**config.mk**
```make
export PLATFORM = sky130hd
export DESIGN_NAME = data_mem_arbiter
export DESIGN_NICKNAME = d
export VERILOG_FILES = /design/src/rtl/data_mem_arbiter.sv
export SDC_FILE = /design/constraint.sdc
export NUM_CORES = 1
export LEC_CHECK = 0
export BUFFER_PORTS_ARGS = -buffer_cell sky130_fd_sc_hd__buf_2
export CORE_ASPECT_RATIO = 0.8
export CORE_MARGIN = 5
export CORE_UTILIZATION = 25
export DETAILED_ROUTE_END_ITERATION = 7
export PLACE_DENSITY = 0.54
export SETUP_SLACK_MARGIN = 0.5
export SLEW_MARGIN = 10
export SYNTH_ARGS = -nofsm -noshare
export SYNTH_HDL_FRONTEND = slang
export SYNTH_SLANG_ARGS = --single-unit
```
**constraint.sdc**
```tcl
create_clock -name clk -period 3.05 [get_ports clk]
set_input_delay 0.4575 -clock clk [delete_from_list [all_inputs] [get_ports clk]]
set_output_delay 0.4575 -clock clk [all_outputs]
set_load 0.05 [all_outputs]
```
**src/rtl/data_mem_arbiter.sv**
```systemverilog
// Two-port arbiter that serialises access to a single-ported data memory.
// Define ARB_ROUND_ROBIN_EN for round-robin tie-break; otherwise port 0 has fixed priority.
module data_mem_arbiter (
  input  logic        clk,
  input  logic        rst,
  input  logic        req0,
  input  logic        req1,
  input  logic        we0,
  input  logic        we1,
  input  logic [15:0] addr0,
  input  logic [15:0] addr1,
  input  logic [15:0] wdata0,
  input  logic [15:0] wdata1,
  output logic        ack0,
  output logic        ack1,
  output logic        err0,
  output logic        err1,
  output logic [15:0] rdata0,
  output logic [15:0] rdata1,
  output logic [15:0] mem_access_addr,
  output logic [15:0] mem_write_data,
  output logic        mem_write_en,
  output logic        mem_read,
  input  logic [15:0] mem_read_data,
  output logic        busy,
  output logic        owner
);

  typedef enum logic [1:0] {S_IDLE, S_ACCESS, S_DONE} state_t;

  state_t      r_state;
  logic        r_owner;
  logic        r_we;
  logic [15:0] r_addr;
  logic [15:0] r_wdata;
  logic        r_ack0, r_ack1, r_err0, r_err1;
  logic [15:0] r_rdata0, r_rdata1;

  logic        w_grant;
  logic        w_in_range;
  logic        w_access;
  logic [15:0] w_rd;

`ifdef ARB_ROUND_ROBIN_EN
  // On a tie the port that was not served last wins; owner resets to 1 so port 0 wins first.
  assign w_grant = (req0 && req1) ? ~r_owner : req1;
`else
  assign w_grant = ~req0;
`endif

  assign w_in_range = (r_addr[15:3] == 13'd0);
  assign w_access   = (r_state == S_ACCESS);
  assign w_rd       = (!r_we && w_in_range) ? mem_read_data : 16'h0000;

  // Memory strobes are combinational from state so an async reset drops them before the next edge.
  assign mem_access_addr = w_access ? r_addr : 16'h0000;
  assign mem_write_data  = w_access ? r_wdata : 16'h0000;
  assign mem_write_en    = w_access && w_in_range && r_we;
  assign mem_read        = w_access && w_in_range && !r_we;

  assign busy   = (r_state != S_IDLE);
  assign owner  = r_owner;
  assign ack0   = r_ack0;
  assign ack1   = r_ack1;
  assign err0   = r_err0;
  assign err1   = r_err1;
  assign rdata0 = r_rdata0;
  assign rdata1 = r_rdata1;

  always_ff @(posedge clk or posedge rst) begin
    if (rst) begin
      r_state  <= S_IDLE;
      r_owner  <= 1'b1;
      r_ack0   <= 1'b0;
      r_ack1   <= 1'b0;
      r_err0   <= 1'b0;
      r_err1   <= 1'b0;
      r_rdata0 <= 16'h0000;
      r_rdata1 <= 16'h0000;
    end else begin
      case (r_state)
        S_IDLE: begin
          if (req0 || req1) begin
            r_owner <= w_grant;
            r_state <= S_ACCESS;
          end
        end
        S_ACCESS: begin
          r_state <= S_DONE;
          if (!r_owner) begin
            r_ack0   <= 1'b1;
            r_err0   <= ~w_in_range;
            r_rdata0 <= w_rd;
          end else begin
            r_ack1   <= 1'b1;
            r_err1   <= ~w_in_range;
            r_rdata1 <= w_rd;
          end
        end
        S_DONE: begin
          r_state <= S_IDLE;
          r_ack0  <= 1'b0;
          r_ack1  <= 1'b0;
          r_err0  <= 1'b0;
          r_err1  <= 1'b0;
        end
        default: r_state <= S_IDLE;
      endcase
    end
  end

  // Request payload is latched only at acceptance; later changes on the ports are ignored.
  always_ff @(posedge clk) begin
    if (r_state == S_IDLE && (req0 || req1)) begin
      r_we    <= w_grant ? we1 : we0;
      r_addr  <= w_grant ? addr1 : addr0;
      r_wdata <= w_grant ? wdata1 : wdata0;
    end
  end

endmodule

```
==> results.py <==
metrics = {
    "run_status": {
        "outcome": "complete, no violations",
    },
    "route": {
        "drc": 0,
        "wl_per_cell_um": 14.8,
        "vias": 2598,
        "viasPerCell": 4.18,
        "drt-initial-drc-count": 101,
        "final_antenna_net_count": 0,
        "drt_wl_total_um": 9190,
        "drtPass1Iterations": 4,
    },
    "power_and_ir_drop": {
        "max-vdd-ir-drop_mv": 0.327,
        "leakage_nw": 2.17,
        "power_density_nw_per_um2": 878,
        "power_mw": 4.05,
    },
    "hold_path": {
        "hp-class": "input pin to async pin",
    },
    "clock_tree": {
        "cts_resized": 0,
        "clockBufferDepth": 2,
        "ctsHoldBuffers": 0,
        "clock_sinks": 72,
        "cts_tree": "yes",
        "clkSlewWorstSetupHoldPaths_ns": 0.06,
        "insertion_delay_ns": 0.32,
        "root_buffer": "clkbuf_16",
        "post_cts.repair.setup_buffers": 0,
        "htreeDepth": 3,
        "cts_buffers": 9,
    },
    "finish": {
        "layout_common_cells": "buf_2 (157), nand2_1 (67), dfrtp_1 (38), mux2_2 (33), edfxtp_1 (33)",
        "final_common_cell": "buf_2",
        "final_nets": 528,
        "area_growth_syn_to_layout_pct": 37.3,
        "drive_above_1_share_pct": 55.0,
        "num_antenna_cells": 0,
    },
    "worst_setup_path": {
        "crit_type": "flop to output pin",
        "path_max_fanout": 2,
        "cp-end-kind": "output pin",
        "arrival_ns": 1.86,
        "path_cells": "nor4_1, nand2_1, or3_4, nor2_1, buf_2",
        "cpMaxStageDelayCell": "edfxtp_1",
        "crit_required_ns": 2.59,
        "critPathMaxStageDelay_ns": 0.38,
        "start_kind": "flop",
        "worst-r2r-cell-count": 5,
    },
    "global_routing": {
        "grt_max_degree": 38,
        "antenna_found_initial": 0,
        "grt_pass1_vias": 2810,
        "grt.total_usage_pct": 11.8,
        "grt_pass1_wl_um": 14900,
        "overflow": 0,
    },
    "timing": {
        "fin_crit_ns": 2.31,
        "fmax_ghz": 0.432,
        "fin_crit_sh_pct": 75.8,
        "hold_violations": 0,
        "rsz0062_at_grt": "no",
        "fin_setup_tns_ns": 0,
        "tightest_slew_ns": 0.925,
        "layout_setup_ws_ns": 0.737,
        "skew_ns": 0.00665,
        "drv_slew": 0,
        "maxSlewHeadroom_pct": 38.3,
        "setup_viol": 0,
    },
    "yosys": {
        "synthCells": 286,
        "ys_async_sr_fraction_pct": 54.2,
        "ys_seq_area_share_pct": 58.5,
        "synth.distinct_cells": 29,
        "synth_area_um2": 3360,
        "ys.flop_type": "dfrtp_1",
        "synth_nets": 372,
        "postSynthAreaPerCell_um2": 11.8,
        "synth_edf_count": 33,
        "yosys_warnings": 0,
        "ys_ff_latch": 72,
    },
    "placement": {
        "dp_hpwl_um": 6930,
        "dp_slack_ns": 1.01,
        "numPortBuffers": 157,
        "gp_congestion": 0.701,
    },
    "die": {
        "initial_core_util_pct": 25.8,
        "core-area_um2": 13000,
        "rows": 37,
        "die_area_um2": 15900,
        "die_height_um": 114,
        "dieWidth_um": 140,
        "io_pins": 158,
    },
    "flow_run": {
        "drv_cap": 0,
    },
}
stage by stage:
stage	hold slack (ns)	area (um2)	util, %	std cells
2_1_floorplan	0.585	3360	-	286
3_3_place_gp	0.458	4290	33.0	606
3_5_place_dp	0.461	4290	33.0	606
4_1_cts	0.353	4610	35.5	622
5_1_grt	0.368	4610	35.5	622
6_report	0.334	4610	35.5	622
registers in the layout, indices dropped and copies added (netlist names), 2 cells and up:
register / cells
r_addr: 16
r_state: 2
r_wdata: 16
rdata0: 16
rdata1: 16
final cells by class:
type	count	area [um2]
fillers	1334	8390
flip-flops and latches	72	1970
multi-input cells	192	1260
repair buffers	162	823
clock buffers	16	324
well taps	175	219
inverters	5	18.8
logic make-up (layout without fill, tap and decap cells):
group                  after synthesis  count (layout)  share of synthesized area, %
DFF                                 72              72                          58.5
buffers and inverters               22             183                          4.17
and+or+nand+nor                    119             119                          16.8
AOI/OAI and AO/OA                   40              40                          9.42
muxes                               33              33                          11.1
final timing paths:
kind | from | to | slack [ns]
worst max-delay path | r_addr[14]$_DFFE_PP_ | mem_read | 0.74
worst min-delay path | rst | rdata1[3]$_DFFE_PP0P_ | 0.33
worst max register to register | r_state[1]$_DFFE_PP0P_ | rdata1[10]$_DFFE_PP0P_ | 1.08
worst min register to register | rdata1[3]$_DFFE_PP0P_ | rdata1[3]$_DFFE_PP0P_ | 0.47
max in group asynchronous | rst | rdata1[15]$_DFFE_PP0P_ | 2.02
min in group clk | mem_read_data[10] | rdata0[10]$_DFFE_PP0P_ | 0.38
cells in the mapped netlist (2+ instances only):
library cell | instances | area (um2)
nand2_1 | 67 | 251
mux2_2 | 33 | 372
nor4_1 | 2 | 12.5
o21ai_2 | 29 | 254
inv_1 | 4 | 15.0
dfrtp_1 | 38 | 951
edfxtp_1 | 33 | 991
nor2_1 | 9 | 33.8
buf_6 | 5 | 56.3
o2bb2ai_1 | 2 | 17.5
a21oi_1 | 4 | 20.0
and2_1 | 32 | 200
o21ai_0 | 5 | 25.0
buf_2 | 3 | 15.0
clkbuf_1 | 6 | 22.5
per-layer routing:
| metal | wire (um) | share of wire (%) | vias to the layer above | global-route usage (%) |
|---|---|---|---|---|
| li1 | - | - | 1285 | - |
| met1 | 3970 | 43 | 1240 | 14.4 |
| met2 | 4710 | 51 | 64 | 20.8 |
| met3 | 401 | 4.4 | 9 | 3.10 |
| met4 | 112 | 1.2 | 0 | 3.49 |
| met5 | 0 | 0 | - | 0 |
power breakdown:
| part | switching (mW) | internal (mW) | leakage (nW) |
|---|---|---|---|
| clock | 0.387 | 0.718 | 0.159 |
| sequential | 0.0926 | 1.27 | 0.845 |
| combinational | 1.22 | 0.365 | 1.17 |
| total | 1.70 | 2.35 | 2.17 |
critical path: cells and delay by family, from the launching register on:
family / cells / cell delay (ns)
buffers and inverters: 1 / 0.27
DFF: 1 / 0.38
and+or+nand+nor: 4 / 0.87
(Power assumes the default switching activity.)
